**config.mk**
```make
export PLATFORM = sky130hd
export DESIGN_NAME = modport_1011_detector
export DESIGN_NICKNAME = d
export VERILOG_FILES = /design/src/rtl/seq_det_pkg.sv /design/src/rtl/sat_counter.sv /design/src/rtl/modport_1011_detector.sv
export SDC_FILE = /design/constraint.sdc
export NUM_CORES = 1
export LEC_CHECK = 0
export ABC_AREA = 0
export CAP_MARGIN = 20
export CELL_PAD_IN_SITES_DETAIL_PLACEMENT = 0
export CELL_PAD_IN_SITES_GLOBAL_PLACEMENT = 2
export CORE_AREA = 4 4 41 43
export CTS_BUF_LIST = sky130_fd_sc_hd__clkbuf_8
export DETAILED_ROUTE_END_ITERATION = 8
export DIE_AREA = 0 0 45 47
export PLACE_DENSITY = 0.43
export SYNTH_ARGS = -nofsm -noshare
export SYNTH_HDL_FRONTEND = slang
export SYNTH_SLANG_ARGS = --single-unit
```
**constraint.sdc**
```tcl
create_clock -name clk -period 1.6 [get_ports clk]
set_input_delay 0.16 -clock clk [delete_from_list [all_inputs] [get_ports clk]]
set_output_delay 0.16 -clock clk [all_outputs]
set_load 0.005 [all_outputs]
```
**src/rtl/seq_det_pkg.sv**
```systemverilog
// rtl/seq_det_pkg.sv - shared state encoding and pattern constant for the 1011 detector
package seq_det_pkg;

  typedef enum logic [2:0] {
    S0    = 3'd0,
    S1    = 3'd1,
    S10   = 3'd2,
    S101  = 3'd3,
    S1011 = 3'd4
  } state_e;

  localparam logic [3:0] PATTERN = 4'b1011;

endpackage

```
**src/rtl/sat_counter.sv**
```systemverilog
// rtl/sat_counter.sv - W-bit up counter that holds at all-ones; sync active-high clear
module sat_counter #(
  parameter int W = 8
) (
  input  logic         clk,
  input  logic         rst,
  input  logic         en,
  output logic [W-1:0] q
);

  logic [W-1:0] r_q;

  always_ff @(posedge clk) begin
    if (rst) begin
      r_q <= '0;
    end else if (en && (r_q != {W{1'b1}})) begin
      r_q <= r_q + W'(1);
    end
  end

  assign q = r_q;

endmodule

```
**src/rtl/modport_1011_detector.sv**
```systemverilog
// rtl/modport_1011_detector.sv - Moore detector for serial pattern 1011, MSB first
// Optional saturating match counter on det_count when SEQ_DET_CNT_EN is defined.
module modport_1011_detector
  import seq_det_pkg::*;
#(
  parameter int OVERLAP = 1,
  parameter int CNT_W   = 8
) (
  input  logic             clk,
  input  logic             rst,
  input  logic             din,
`ifdef SEQ_DET_CNT_EN
  output logic [CNT_W-1:0] det_count,
`endif
  output logic             dout
);

  if (CNT_W < 1) begin : g_bad_cnt_w
    $error("CNT_W must be at least 1");
  end

  state_e r_state;
  state_e w_next_state;

  always_ff @(posedge clk) begin
    if (rst) begin
      r_state <= S0;
    end else begin
      r_state <= w_next_state;
    end
  end

  always_comb begin
    w_next_state = S0;
    case (r_state)
      S0:    w_next_state = din ? S1    : S0;
      S1:    w_next_state = din ? S1    : S10;
      S10:   w_next_state = din ? S101  : S0;
      S101:  w_next_state = din ? S1011 : S10;
      // Overlap keeps the trailing "10" of ...10110 as a fresh prefix.
      S1011: w_next_state = din ? S1 : ((OVERLAP != 0) ? S10 : S0);
      default: w_next_state = S0;
    endcase
  end

  assign dout = (r_state == S1011);

`ifdef SEQ_DET_CNT_EN
  logic w_cnt_en;

  assign w_cnt_en = (w_next_state == S1011);

  sat_counter #(
    .W(CNT_W)
  ) u_sat_counter (
    .clk(clk),
    .rst(rst),
    .en (w_cnt_en),
    .q  (det_count)
  );
`endif

endmodule

```
# Word-level counts from Yosys, hierarchy flattened
# Index checks and enable logic that the tools add are counted.
# word_totals
ff_bits,3
n_memories,0
mem_bits_ro,0
inputBits,3
ram_bits,0
output_inout_bits,1
latchBits,0
# classes
div,0
n_mul,0
n_mux,5
order_cmp,0
shift,0
addsub,0
n_reduce_logical,2
n_eq_ne,4
n_bitwise,0
# op_table
cell,count
one-hot mux 3 bit (4 select lines),1
equality test 3 x 2 -> 1 bit (second input constant),2
two-way mux 2 bit,2
equality test 3 x 1 -> 1 bit (second input constant),1
equality test 3 bit (second input constant),1
zero test 3 bit,1
two-way mux 3 bit,1
OR reduction 2 bit,1
two-way mux 1 bit,1

# Depth between registers and ports, before layout
# depth
ltp_word,3
mapped_depth,2

# Least setup slack after synthesis
# Ideal clock, no wire load.
# synth_timing
path_type,flip-flop to flip-flop
start,register r_state[0]
end,register r_state[1]
arrival_time_ns,0.944
path_stages_with_launch,3
slack_ns,0.582
path_buffers,0
setup_time_ns,0.074
path_cell_list,dfxtp_1 -> or4bb_1 -> a31oi_1
# synth_between
elab_chain_cells,3
elab_cells_between_ends,7
cone_classes,4 x eq/ne; 1 x mux; 2 x reduce/logical
# synth_lines
element,line_no,text
"start, declared",modport_1011_detector.sv:22,state_e r_state;
"start signal, assigned",modport_1011_detector.sv:29,r_state <= w_next_state;
equality test 3 bit or equality test 3 x 1 -> 1 bit (tied branches),modport_1011_detector.sv:35,case (r_state)
OR reduction 2 bit (no line),n/a,
one-hot mux 3 bit (4 select lines) (*),modport_1011_detector.sv:35,
# Every way passes the cells marked *; elsewhere a longest branch is shown, timed or not.
# A chain may end at the register's enable or synchronous reset.

# Final worst setup path
# layout_timing
start,register r_state[2]
end,output dout
# layout_between
elab_chain_cells,1
# layout_lines
element,line_no,text
equality test 3 bit,modport_1011_detector.sv:46,assign dout = (r_state == S1011);
"end, declared",modport_1011_detector.sv:15,output logic dout
# No other way between the ends.

==> impl_metrics.xml <==
<?xml version="1.0" encoding="UTF-8"?>
<metrics>
  <group name="status">
    <metric name="outcome" unit="">finished clean</metric>
  </group>
  <group name="layout">
    <metric name="largest_register_ffs" unit="">3</metric>
    <metric name="largestRegisters" unit="">r_state (3)</metric>
    <metric name="layout_common_cells" unit="">3 x sky130_fd_sc_hd__nor3b_1, 3 x sky130_fd_sc_hd__clkbuf_8, 3 x sky130_fd_sc_hd__clkdlybuf4s50_1, 3 x sky130_fd_sc_hd__dfxtp_1</metric>
    <metric name="count_of_fill_cells_added_during_filler_insertion" unit="">157</metric>
    <metric name="largest-register" unit="">r_state</metric>
    <metric name="final_cell_count_no_fill" unit="">34</metric>
    <metric name="share_of_final_layout_standard_cells_stronger_than_drive_strength_1" unit="%">15.8</metric>
    <metric name="num-nets-final" unit="">23</metric>
    <metric name="antenna_cells" unit="">0</metric>
    <metric name="area_delta_synth_final" unit="%">68.8</metric>
    <metric name="layout.core_utilization" unit="%">17.7</metric>
  </group>
  <group name="sta">
    <metric name="hold_slack" unit="ns">0.533</metric>
    <metric name="fmax" unit="MHz">669</metric>
    <metric name="timing.final.crit_share" unit="%">93.4</metric>
    <metric name="worst_pin_slew" unit="ns">0.191</metric>
    <metric name="timing_max_transition_violations_final" unit="">0</metric>
    <metric name="finalCriticalPeriod" unit="ns">1.49</metric>
    <metric name="fin_setup_tns" unit="ns">0</metric>
    <metric name="report.final.setup_viol" unit="">0</metric>
    <metric name="setup_repair_after_global_routing_missed_its_margin" unit="">no</metric>
    <metric name="maxSlewHeadroom" unit="%">87.2</metric>
    <metric name="final_hold_viol_count" unit="">0</metric>
    <metric name="setup_ws" unit="ns">0.105</metric>
    <metric name="final.setup_skew" unit="ns">0.00237</metric>
  </group>
  <group name="clock_network">
    <metric name="cts_tree" unit="">yes</metric>
    <metric name="cts_buffer_depth" unit="">2</metric>
    <metric name="post_cts.resized_instances" unit="">0</metric>
    <metric name="cts_inserted_buffers" unit="">3</metric>
    <metric name="post_cts_hold_buffer_count" unit="">0</metric>
    <metric name="cts.htree.levels" unit="">1</metric>
    <metric name="clk_transition_reported_paths" unit="ns">0.03</metric>
    <metric name="cts-root-buf" unit="">sky130_fd_sc_hd__clkbuf_8</metric>
    <metric name="clock_sinks" unit="">3</metric>
    <metric name="clock_insertion_delay_worst_skew" unit="ns">0.21</metric>
    <metric name="post-cts-setup-buffer-count" unit="">0</metric>
  </group>
  <group name="synth">
    <metric name="synthesis.yosys.warnings" unit="">0</metric>
    <metric name="synthTopCellsByArea" unit="">sky130_fd_sc_hd__dfxtp_1 44%, sky130_fd_sc_hd__nor3b_1 17%, sky130_fd_sc_hd__or4bb_1 8.3%, sky130_fd_sc_hd__maj3_1 7.3%, sky130_fd_sc_hd__or4b_1 7.3%</metric>
    <metric name="synth_top_cell_area_share" unit="%">44.0</metric>
    <metric name="syn_nets" unit="">15</metric>
    <metric name="syn_avg_cell_area" unit="sq um">11.4</metric>
    <metric name="yosysSeqAreaShare" unit="%">44.0</metric>
    <metric name="synth_seq_cells" unit="">3</metric>
    <metric name="yosysUniqueCellTypes" unit="">8</metric>
    <metric name="yosysTopAreaCell" unit="">sky130_fd_sc_hd__dfxtp_1</metric>
    <metric name="synthesis.area" unit="sq um">136</metric>
    <metric name="post_synth_inst_count" unit="">12</metric>
  </group>
  <group name="die">
    <metric name="num_rows" unit="">13</metric>
    <metric name="die-height" unit="microns">47</metric>
    <metric name="fp.coreArea" unit="sq mm">0.00130</metric>
    <metric name="chipWidth" unit="microns">45</metric>
    <metric name="boundaryPins" unit="">4</metric>
    <metric name="fp.dieArea" unit="sq mm">0.00212</metric>
    <metric name="starting_utilization_of_the_core_area" unit="%">10.5</metric>
  </group>
  <group name="critical_path">
    <metric name="critical_path_depth" unit="">2</metric>
    <metric name="criticalPathCategory" unit="">reg -&gt; out</metric>
    <metric name="path_max_fanout" unit="">6</metric>
    <metric name="crit_chain" unit="">nor3b_1 -&gt; clkdlybuf4s50_1</metric>
    <metric name="critical_path.slowest_cell" unit="">sky130_fd_sc_hd__clkdlybuf4s50_1</metric>
    <metric name="required" unit="ns">1.44</metric>
    <metric name="worst_path_bufs_invs" unit="">1</metric>
    <metric name="reg2regPathDepth" unit="">2</metric>
    <metric name="critPathTopFamily" unit="">buffers and inverters</metric>
    <metric name="critical_path.endpoint_type" unit="">primary output</metric>
    <metric name="worst_ep_arrival_time" unit="ns">1.33</metric>
    <metric name="cp-start-kind" unit="">flip-flop</metric>
    <metric name="critical_path.max_stage_delay" unit="ns">0.53</metric>
  </group>
  <group name="place">
    <metric name="placed_cells" unit="">30</metric>
    <metric name="post_place_worst_slack" unit="ns">0.168</metric>
    <metric name="gp_congestion" unit="">0.548</metric>
    <metric name="place.port_buffers" unit="">3</metric>
  </group>
  <group name="pwr">
    <metric name="ir_worst_vdd" unit="uV">200</metric>
    <metric name="power.density" unit="mW/mm^2">1320</metric>
    <metric name="p_leak" unit="uW">0.0000784</metric>
  </group>
  <group name="grt">
    <metric name="gr-total-overflow" unit="">0</metric>
    <metric name="grt.total_usage" unit="%">4.81</metric>
    <metric name="grt_first_pass_wirelength" unit="microns">662</metric>
    <metric name="maximum_number_of_pins_on_one_net_before_global_route_repair" unit="">7</metric>
    <metric name="antenna_found_initial" unit="">0</metric>
    <metric name="number_of_global_route_vias_before_repair" unit="">165</metric>
  </group>
  <group name="flow_run">
    <metric name="drv.max_cap_violation_count" unit="">0</metric>
  </group>
  <group name="detailed_routing">
    <metric name="via_count" unit="">125</metric>
    <metric name="first_pass_iteration_count_of_the_detailed_router" unit="">1</metric>
    <metric name="initialDrtViolationCount" unit="">0</metric>
    <metric name="routed_wirelength" unit="microns">349</metric>
    <metric name="wire_per_inst" unit="microns">10.3</metric>
    <metric name="drt.antenna.violating_nets" unit="">0</metric>
    <metric name="vias_per_cell" unit="">3.68</metric>
    <metric name="drt_drc_violations_left" unit="">0</metric>
  </group>
  <group name="hold_path">
    <metric name="hold_path.class" unit="">reg -&gt; reg</metric>
    <metric name="holdPathStages" unit="">2</metric>
  </group>
</metrics>
final timing paths:
check	start	slack, ns	end
hold reg to reg	r_state[1]$_SDFF_PP0_	0.53	r_state[2]$_SDFF_PP0_
hold / removal	r_state[1]$_SDFF_PP0_	0.53	r_state[2]$_SDFF_PP0_
setup / recovery	r_state[2]$_SDFF_PP0_	0.11	dout
setup reg to reg	r_state[0]$_SDFF_PP0_	0.50	r_state[1]$_SDFF_PP0_
power breakdown:
part	total [uW]	internal (uW)	switching, uW
Combinational	11.5	7.91	3.59
Sequential	81.4	77.9	3.56
Clock	212	163	48.3
area by class of cell:
cell class	count	area, sq um	share of cell area, %
sequential	3	60.1	26.1
multi-input combinational	9	76.3	33.2
timing repair buffer	3	30.0	13.0
tap	15	18.8	8.15
clock buffer	3	41.3	17.9
clock inverter	1	3.75	1.63
routing by layer:
metal  track usage [%]  part of all wire (%)
met3              1.15                     0
met5                 0                     0
met4              7.02                     0
met2              7.63                    56
met1              4.30                    44
worst register-to-register path, cell delays in order (launching register included):
cell                      delay, ns
sky130_fd_sc_hd__dfxtp_1       0.34
sky130_fd_sc_hd__or4bb_1       0.50
sky130_fd_sc_hd__a31oi_1       0.18
kinds of logic (layout without fill, tap and decap cells):
group,after synthesis,count (layout),share of synthesized area [%]
AND/OR/NAND/NOR,7,7,44.0
flip-flops,3,3,44.0
adder cells (fa/ha/maj),1,1,7.34
AO/OA/AOI/OAI,1,1,4.59
buffers and inverters,0,7,0
metrics by stage:
stage | cell area, sq um | total power (uW)
2_1_floorplan | 136 | 85.4
3_3_place_gp | 185 | 93.7
3_5_place_dp | 185 | 93.9
4_1_cts | 230 | 311
5_1_grt | 230 | 321
6_report | 230 | 304
synthesized netlist by cell type:
cell type,n
sky130_fd_sc_hd__dfxtp_1,3
sky130_fd_sc_hd__nor3b_1,3
sky130_fd_sc_hd__a31oi_1,1
sky130_fd_sc_hd__maj3_1,1
sky130_fd_sc_hd__nand3b_1,1
sky130_fd_sc_hd__or3b_1,1
sky130_fd_sc_hd__or4b_1,1
sky130_fd_sc_hd__or4bb_1,1
(Power assumes the default switching activity.)
